**src/rtl/radix_8_ntt_scheduler_if.sv**
```systemverilog
// Issue/write-back bus between the NTT scheduler, its controller and the RAM/butterfly side.
// The scheduler uses the slave modport; the controller or bench uses master.
interface radix_8_ntt_scheduler_if #(
   parameter int unsigned LOG_NPT = 6
);
   logic                   start;
   logic                   issue_rdy;
   logic                   busy;
   logic                   done;
   logic                   rd_valid;
   logic [8*LOG_NPT-1:0]   rd_addr;
   logic [7*LOG_NPT-1:0]   tf_exp;
   logic                   wr_en;
   logic [8*LOG_NPT-1:0]   wr_addr;

   modport master (
      output start, issue_rdy,
      input  busy, done, rd_valid, rd_addr, tf_exp, wr_en, wr_addr
   );

   modport slave (
      input  start, issue_rdy,
      output busy, done, rd_valid, rd_addr, tf_exp, wr_en, wr_addr
   );
endinterface

```
**src/rtl/radix_8_ntt_scheduler.sv**
```systemverilog
// Sequences an NPT-point radix-8 DIT NTT: one butterfly group issued per granted cycle,
// write-back addresses replayed BF_LAT cycles later through a fixed shift register.
module radix_8_ntt_scheduler #(
   parameter int unsigned LOG_NPT = 6,
   parameter int unsigned BF_LAT  = 3
) (
   input logic                    clk,
   input logic                    rst,
   radix_8_ntt_scheduler_if.slave bus
);
   localparam int unsigned NPT = 1 << LOG_NPT;
   localparam int unsigned S   = LOG_NPT / 3;
   localparam int unsigned SHW = $clog2(LOG_NPT + 1);
   localparam int unsigned CW  = (BF_LAT > 1) ? $clog2(BF_LAT) : 1;
   localparam int unsigned AW  = 8 * LOG_NPT;
   localparam int unsigned TW  = 7 * LOG_NPT;

   localparam logic [LOG_NPT-1:0] LAST_G     = LOG_NPT'(NPT / 8 - 1);
   localparam logic [SHW-1:0]     LAST_STAGE = SHW'(S - 1);
   localparam logic [CW-1:0]      LAST_CNT   = CW'(BF_LAT - 1);

   typedef enum logic [1:0] {StIdle, StIssue, StDrain, StDone} state_t;

   state_t             state_q;
   logic [SHW-1:0]     stage_q;
   logic [LOG_NPT-1:0] g_q;
   logic [CW-1:0]      cnt_q;
   logic [AW-1:0]      rd_addr_q;
   logic [TW-1:0]      tf_exp_q;
   logic               pipe_v_q [BF_LAT];
   logic [AW-1:0]      pipe_a_q [BF_LAT];

   logic               issue;
   logic [SHW-1:0]     shift;
   logic [SHW-1:0]     tf_shift;
   logic [LOG_NPT-1:0] j;
   logic [LOG_NPT-1:0] base;
   logic [LOG_NPT-1:0] prod;
   logic [AW-1:0]      addr_c;
   logic [TW-1:0]      tf_c;

   assign issue = (state_q == StIssue) && bus.issue_rdy;

   // span = 8^stage = 1 << shift; j = g mod span, blk = g / span via mask and shift
   always_comb begin
      shift    = stage_q * SHW'(3);
      tf_shift = SHW'(LOG_NPT - 3) - shift;
      j        = g_q & ~({LOG_NPT{1'b1}} << shift);
      base     = ((g_q >> shift) << (shift + SHW'(3))) | j;
      addr_c   = '0;
      tf_c     = '0;
      prod     = '0;
      for (int k = 0; k < 8; k++) begin
         addr_c[k*LOG_NPT +: LOG_NPT] = base + (LOG_NPT'(k) << shift);
      end
      for (int k = 1; k < 8; k++) begin
         prod                             = LOG_NPT'(k) * j;
         tf_c[(k-1)*LOG_NPT +: LOG_NPT]   = prod << tf_shift;
      end
   end

   always_ff @(posedge clk) begin
      if (rst) begin
         state_q   <= StIdle;
         stage_q   <= '0;
         g_q       <= '0;
         cnt_q     <= '0;
         rd_addr_q <= '0;
         tf_exp_q  <= '0;
         for (int i = 0; i < BF_LAT; i++) begin
            pipe_v_q[i] <= 1'b0;
            pipe_a_q[i] <= '0;
         end
      end else begin
         // The latency pipe free-runs; a stall only inserts bubbles.
         pipe_v_q[0] <= issue;
         pipe_a_q[0] <= issue ? addr_c : '0;
         for (int i = 1; i < BF_LAT; i++) begin
            pipe_v_q[i] <= pipe_v_q[i-1];
            pipe_a_q[i] <= pipe_a_q[i-1];
         end

         if (issue) begin
            rd_addr_q <= addr_c;
            tf_exp_q  <= tf_c;
         end

         unique case (state_q)
            StIdle: begin
               if (bus.start) begin
                  state_q <= StIssue;
                  stage_q <= '0;
                  g_q     <= '0;
               end
            end
            StIssue: begin
               if (bus.issue_rdy) begin
                  if (g_q == LAST_G) begin
                     state_q <= StDrain;
                     cnt_q   <= '0;
                  end else begin
                     g_q <= g_q + 1'b1;
                  end
               end
            end
            StDrain: begin
               if (cnt_q == LAST_CNT) begin
                  if (stage_q == LAST_STAGE) begin
                     state_q <= StDone;
                  end else begin
                     stage_q <= stage_q + 1'b1;
                     g_q     <= '0;
                     state_q <= StIssue;
                  end
               end else begin
                  cnt_q <= cnt_q + 1'b1;
               end
            end
            StDone: begin
               state_q <= StIdle;
            end
            default: begin
               state_q <= StIdle;
            end
         endcase
      end
   end

   assign bus.busy     = (state_q != StIdle);
   assign bus.done     = (state_q == StDone);
   assign bus.rd_valid = issue;
   assign bus.rd_addr  = issue ? addr_c : rd_addr_q;
   assign bus.tf_exp   = issue ? tf_c : tf_exp_q;
   assign bus.wr_en    = pipe_v_q[BF_LAT-1];
   assign bus.wr_addr  = pipe_a_q[BF_LAT-1];
endmodule

```
**src/flat_wrapper.sv**
```systemverilog
// flat-port wrapper written by rule: the top's interface ports become plain ports
module radix_8_ntt_scheduler_flat 
#(
   parameter int unsigned LOG_NPT = 6,
   parameter int unsigned BF_LAT  = 3
)
  (clk, rst, bus_start, bus_issue_rdy, bus_busy, bus_done, bus_rd_valid, bus_rd_addr, bus_tf_exp, bus_wr_en, bus_wr_addr);
  radix_8_ntt_scheduler_if #(.LOG_NPT(LOG_NPT)) bus_i ();
  input logic clk;
  input logic rst;
  input wire logic [$bits(bus_i.start)-1:0] bus_start;
  input wire logic [$bits(bus_i.issue_rdy)-1:0] bus_issue_rdy;
  output wire logic [$bits(bus_i.busy)-1:0] bus_busy;
  output wire logic [$bits(bus_i.done)-1:0] bus_done;
  output wire logic [$bits(bus_i.rd_valid)-1:0] bus_rd_valid;
  output wire logic [$bits(bus_i.rd_addr)-1:0] bus_rd_addr;
  output wire logic [$bits(bus_i.tf_exp)-1:0] bus_tf_exp;
  output wire logic [$bits(bus_i.wr_en)-1:0] bus_wr_en;
  output wire logic [$bits(bus_i.wr_addr)-1:0] bus_wr_addr;
  assign bus_i.start = bus_start;
  assign bus_i.issue_rdy = bus_issue_rdy;
  assign bus_busy = bus_i.busy;
  assign bus_done = bus_i.done;
  assign bus_rd_valid = bus_i.rd_valid;
  assign bus_rd_addr = bus_i.rd_addr;
  assign bus_tf_exp = bus_i.tf_exp;
  assign bus_wr_en = bus_i.wr_en;
  assign bus_wr_addr = bus_i.wr_addr;
  radix_8_ntt_scheduler #(.LOG_NPT(LOG_NPT), .BF_LAT(BF_LAT)) u_core (.clk(clk), .rst(rst), .bus(bus_i));
endmodule
```
**config.mk**
```make
export PLATFORM = sky130hd
export DESIGN_NAME = radix_8_ntt_scheduler_flat
export DESIGN_NICKNAME = d
export VERILOG_FILES = /design/src/rtl/radix_8_ntt_scheduler_if.sv /design/src/rtl/radix_8_ntt_scheduler.sv /design/src/flat_wrapper.sv
export SDC_FILE = /design/constraint.sdc
export NUM_CORES = 1
export LEC_CHECK = 0
export CAP_MARGIN = 20
export CORE_ASPECT_RATIO = 0.9
export CORE_MARGIN = 3
export CORE_UTILIZATION = 40
export CTS_CLUSTER_SIZE = 25
export DETAILED_ROUTE_END_ITERATION = 10
export PLACE_DENSITY = 0.63
export REMOVE_ABC_BUFFERS = 1
export SLEW_MARGIN = 20
export SYNTH_ARGS = -nofsm -noshare
export SYNTH_HDL_FRONTEND = slang
export SYNTH_SLANG_ARGS = --single-unit
```
**constraint.sdc**
```tcl
create_clock -name clk -period 7.25 [get_ports clk]
set_input_delay 1.45 -clock clk [delete_from_list [all_inputs] [get_ports clk]]
set_output_delay 1.45 -clock clk [all_outputs]
set_load 0.05 [all_outputs]
```
# [Word level (Yosys, flattened, before mapping)]
# Memories as Yosys holds them, arrays and structs flattened.
# Index checks and enable logic that the tools add are counted.
[classes] n_mul=5 n_addsub=13 shift=18 n_eq_ne=13 n_mux=32 n_bitwise=9 reduce_logical=10
[op_table] cell="$mux W48" n=5
[op_table] cell="$add A6 B6 Y6" n=8
[op_table] cell="$shl A6 B3 Y6" n=8
[op_table] cell="$mux W42" n=1
[op_table] cell="$mux W6" n=5
[op_table] cell="$shl A3 B3 Y6 const A" n=4
[op_table] cell="$pmux W6 S3" n=1
[op_table] cell="$mux W2" n=8
[op_table] cell="$mul A3 B6 Y6 const A" n=2
[op_table] cell="$ne A2 B2 Y1 const B" n=6
[op_table] cell="$reduce_and A4 Y1" n=3
[op_table] cell="$shl A1 B3 Y6 const A" n=2
[op_table] cell="$shl A2 B3 Y6 const A" n=2
[op_table] cell="$mux W3" n=3
[op_table] cell="$pmux W2 S4" n=1
[op_table] cell="$add A6 B1 Y6 const B" n=1
[op_table] cell="$and A6 B6 Y6" n=1
[op_table] cell="$eq A2 B2 Y1 const B" n=3
[op_table] cell="$eq A6 B3 Y1 const B" n=1
[op_table] cell="$mul A2 B6 Y5 const A" n=1
[op_table] cell="$mul A2 B6 Y6 const A" n=1
[op_table] cell="$mux W1" n=6
[op_table] cell="$not A6 Y6" n=1
[op_table] cell="$or A1 B1 Y1" n=6
[op_table] cell="18 further kinds" n=20
[word_totals] elab_cells=108 inputBits=4 output_inout_bits=142 reg_bits=103 ram_bits=147 n_memories=2
[mem_list] name="u_core.pipe_a_q" words=3 word_bits=48 read_ports=3 rd_ports_with_merged_regs=0 wr=3 line="radix_8_ntt_scheduler.sv:31" text="logic [AW-1:0] pipe_a_q [BF_LAT];"
[mem_list] name="u_core.pipe_v_q" words=3 word_bits=1 read_ports=3 rd_ports_with_merged_regs=0 wr=3 line="radix_8_ntt_scheduler.sv:30" text="logic pipe_v_q [BF_LAT];"

# [Logic depth before layout (Yosys ltp)]
[logic_depth] word_depth=8 depth_mapped=22 depth_no_buf=17

# [Worst setup path after synthesis]
# OpenSTA, ideal clock, no wires.
[synth_path] path_type="register -> output" startpoint="register u_core.stage_q[0]" endpoint="output bus_rd_addr[11]" path_slack_ns=0.716 stages_incl_launch_ff=22 n_path_buf=6 t_arrival_ns=5.084 required_ns=5.800 cell_sequence="dfxtp_1 > inv_1 > clkbuf_1 > buf_1 > ha_1 > buf_2 > buf_2 > buf_1 > o22ai_1 > a21oi_1 > o22ai_1 > nor3_1 > inv_1 > ha_1 > clkbuf_1 > and3_1 > a2111oi_0 > a311oi_2 > o41ai_1 > a211oi_2 > xnor2_1 > o21ai_1"
[synth_between] elab_chain_cells=7 elab_cells_between_ends=11
[synth_rtl] element="from (decl)" line="radix_8_ntt_scheduler.sv:25" text="logic [SHW-1:0] stage_q;"
[synth_rtl] element="from (signal assigned)" line="radix_8_ntt_scheduler.sv:111" text="stage_q <= stage_q + 1'b1;"
[synth_rtl] element="$mul A3 B2 Y3 *" line="radix_8_ntt_scheduler.sv:46" text="shift = stage_q * SHW'(3);"
[synth_rtl] element="parallel branches: the longest is 4 deep, another holds $add A3 B2 Y3"
[synth_rtl] element="$add A6 B6 Y6 *" line="radix_8_ntt_scheduler.sv:54" text="addr_c[k*LOG_NPT +: LOG_NPT] = base + (LOG_NPT'(k) << shift);"
[synth_rtl] element="$mux W48 *" line="radix_8_ntt_scheduler.sv:132" text="assign bus.rd_addr = issue ? addr_c : rd_addr_q;"
[synth_rtl] element="to (decl)" line="flat_wrapper.sv:16" text="output wire logic [$bits(bus_i.rd_addr)-1:0] bus_rd_addr;"
# Mark *: on every way between the ends.

# [Worst setup path in the final report]
# Same ends and word-level chain as after synthesis.

==> flow_summary.ini <==
[run_status]
status = finished, final reports clean

[floorplan]
core_area_sq_um = 24530
ios = 146
dieArea_sq_um = 27220
start_util_pct = 41.22
die_height_um = 156.8
rows = 54
die_w_um = 173.6

[power]
vdd_drop_max_mv = 0.1484
p_leak_nw = 5.277
switching_power_mw = 0.6894
cellPowerDensity_nw_per_um2 = 215.5
p_sw_share_pct = 25.57
p_int_mw = 2.007
clkPwrFrac_pct = 42.6
power_frac_comb_pct = 11.6
seqPwrFrac_pct = 45.9

[worst_setup_path]
rr_startpoint = u_core.stage_q[0]$_SDFFE_PP0P_
critPathRequiredTime_ns = 5.80
setup.worst_path.start = u_core.stage_q[0]$_SDFFE_PP0P_
worst_r2r_endpoint = u_core.rd_addr_q[11]$_SDFF_PP0_
rr_worst_depth = 17
arrival_ns = 5.43
endpoint = bus_rd_addr[11]
endpoint_kind = output pin
start_kind = flop
critPathMaxFanout = 16
reg2reg_slack_ns = 2.46
path_class = reg2out

[cts]
root_buffer = clkbuf_16
ctsHoldBuffers = 0
cts.reportedPaths.clkPinSlew_ns = 0.06
cts_setup_buffers = 0
cts-resized-gates = 0
cts_buffers = 24
cts.path.max_buffers = 3
cts_htree_levels = 1
cts.sinks = 220
cts_tree = done
worstSkewPairLatency_ns = 0.52

[cells_and_area]
num_antenna_cells = 0
layout_common_cells = dfxtp_1 (219), nor2b_1 (129), nand2_1 (111)
drive_gt1_share_pct = 10.77
area_delta_synth_final_pct = 23.79
nNetsFinal = 1256
fin_area_sq_um = 12510
final_common_cell = dfxtp_1
fin_cells = 1552

[grt]
grt_max_degree = 101
overflow = 0
grt_pass1_vias = 7129
antenna_found_initial = 0
grtUsageTotal_pct = 16.02
grt_pass1_wl_um = 36500

[route]
routed_wl_um = 22660
drc = 0
wl_per_cell_um = 14.60
via_per_inst = 4.896
num_vias = 7598
firstDrtPassIters = 5
ant_nets = 0
dr.first_iter.drc_count = 505

[synth]
ys.flop_type = dfxtp_1
syn_area_sq_um = 10110
avgSynthCellArea_sq_um = 8.915
ys_warn_count = 0
synthCells = 1134
seq_area_frac_synth_pct = 43.56
ys_ff_latch = 220
synth_enable_flop_cells = 0
async_flop_share_pct = 0
synth.distinct_cells = 67

[sta]
worst_pin_slew_ns = 0.9738
hold_violations = 0
setup_viol = 0
relSlewSlack_pct = 35.08
fmax_mhz = 145.4
fin_skew_ns = 0.01356
setup_ws_ns = 0.3710
post-route-period-util_pct = 94.88
fin_crit_ns = 6.879
rsz0062_at_grt = no
drv_slew = 0

[place]
place_ws_ns = 0.5966
dpl.cell_count = 1508
port_buffers = 145
dp.final_hpwl_um = 15600
place.gp.congestion = 0.8978
placed_area_sq_um = 11740

[run]
drv_cap = 0

[min_path]
worst_hold_path_type = reg2reg
holdPathStages = 1
[kinds of logic (layout without fill, tap and decap cells)]
family / count (synthesis) / after routing / share of synthesized area (%)
buffers and inverters: 151 / 233 / 7.723
flip-flops: 220 / 220 / 43.56
AO/OA/AOI/OAI: 227 / 227 / 14.63
multiplexers: 17 / 17 / 1.745
AND/OR/NAND/NOR: 418 / 418 / 20.92
XOR/XNOR: 48 / 48 / 4.344
adder cells (fa/ha/maj): 53 / 53 / 7.079
[Yosys cell counts, types with 8 or more instances]
cell / n / area [sq um]
inv_1: 32 / 120.1
a21o_1: 32 / 240.2
a21oi_1: 67 / 335.3
nand3_1: 14 / 70.07
o211ai_1: 9 / 67.56
and2_1: 19 / 118.9
nor3_1: 14 / 70.07
a31oi_1: 10 / 62.56
ha_1: 46 / 575.6
o21ai_0: 44 / 220.2
mux2i_1: 12 / 120.1
dfxtp_1: 220 / 4404
nor2_1: 87 / 326.6
xnor2_1: 30 / 262.8
buf_4: 51 / 382.9
clkbuf_1: 51 / 191.4
a211oi_1: 8 / 60.06
nor2b_1: 129 / 807.0
nand2_1: 112 / 420.4
xor2_1: 17 / 148.9
[worst max-delay path: stages (launching register included)]
cell and delay (ns):
dfxtp_2 0.49, ha_1 0.23, xor3_4 0.47, inv_4 0.22
ha_1 0.33, or3_1 0.47, o22ai_1 0.16, nor3_1 0.06
buf_4 0.14, inv_1 0.24, ha_1 0.38, and3_1 0.25
a2111oi_1 0.49, a311oi_2 0.10, o41ai_1 0.11, a211oi_2 0.11
xnor2_1 0.19, o21ai_1 0.27, buf_12 0.18
[per-layer routing]
metal	share of wire (%)	vias up	global-route usage, %
li1	-	3852	-
met1	47	3512	21.32
met2	45	206	26.59
met3	6.1	28	3.954
met4	1.6	0	3.484
met5	0	-	0
[metrics by stage]
step | hold slack, ns | total power [mW] | utilization [%] | TNS (ns)
floorplan | 0.4138 | 1.451 | - | -0.5430
global placement | 0.4182 | 1.574 | 47.88 | 0
detailed placement | 0.4204 | 1.575 | 47.88 | 0
CTS | 0.4299 | 2.730 | 50.95 | 0
global route | 0.4468 | 2.802 | 51.03 | 0
finish | 0.4306 | 2.696 | 51.03 | 0
[flip-flops by register name, summed over array words and instances (netlist names)]
signal and count:
u_core.g_q 6, u_core.state_q 2, u_core.rd_addr_q 48, u_core.cnt_q 2, u_core.stage_q 3, u_core.pipe_v_q 3
u_core.pipe_a_q 114, u_core.tf_exp_q 42
[worst min path at each step]
| stage | from | slack (ns) | to |
|---|---|---|---|
| finish | u_core.pipe_a_q[0][73]$_SDFF_PP0_ | 0.43 | u_core.pipe_a_q[0][121]$_SDFF_PP0_ |
| global route | u_core.pipe_a_q[0][73]$_SDFF_PP0_ | 0.45 | u_core.pipe_a_q[0][121]$_SDFF_PP0_ |
| CTS | u_core.pipe_a_q[0][73]$_SDFF_PP0_ | 0.43 | u_core.pipe_a_q[0][121]$_SDFF_PP0_ |
| detailed placement | u_core.pipe_a_q[0][56]$_SDFF_PP0_ | 0.42 | u_core.pipe_a_q[0][104]$_SDFF_PP0_ |
| global placement | u_core.pipe_a_q[0][11]$_SDFF_PP0_ | 0.42 | u_core.pipe_a_q[0][59]$_SDFF_PP0_ |
| floorplan | u_core.pipe_a_q[0][52]$_SDFF_PP0_ | 0.41 | u_core.pipe_a_q[0][100]$_SDFF_PP0_ |
[final cells by class]
class,instances,area [sq um]
clock buffers,38,713.2
clock inverters,5,40.04
fillers,2322,12010
inverters,34,130.1
multi-input cells,763,4936
flip-flops and latches,220,4405
well taps,336,420.4
repair buffers,156,1869
[power by group through the flow]
stage / registers, mW / clock network (mW) / logic, mW
global route: 1.24 / 1.23 / 0.335
CTS: 1.24 / 1.18 / 0.314
global placement: 1.26 / 0 / 0.311
detailed placement: 1.26 / 0 / 0.312
finish: 1.24 / 1.15 / 0.312
floorplan: 1.27 / 0 / 0.183
(Power assumes the default switching activity.)
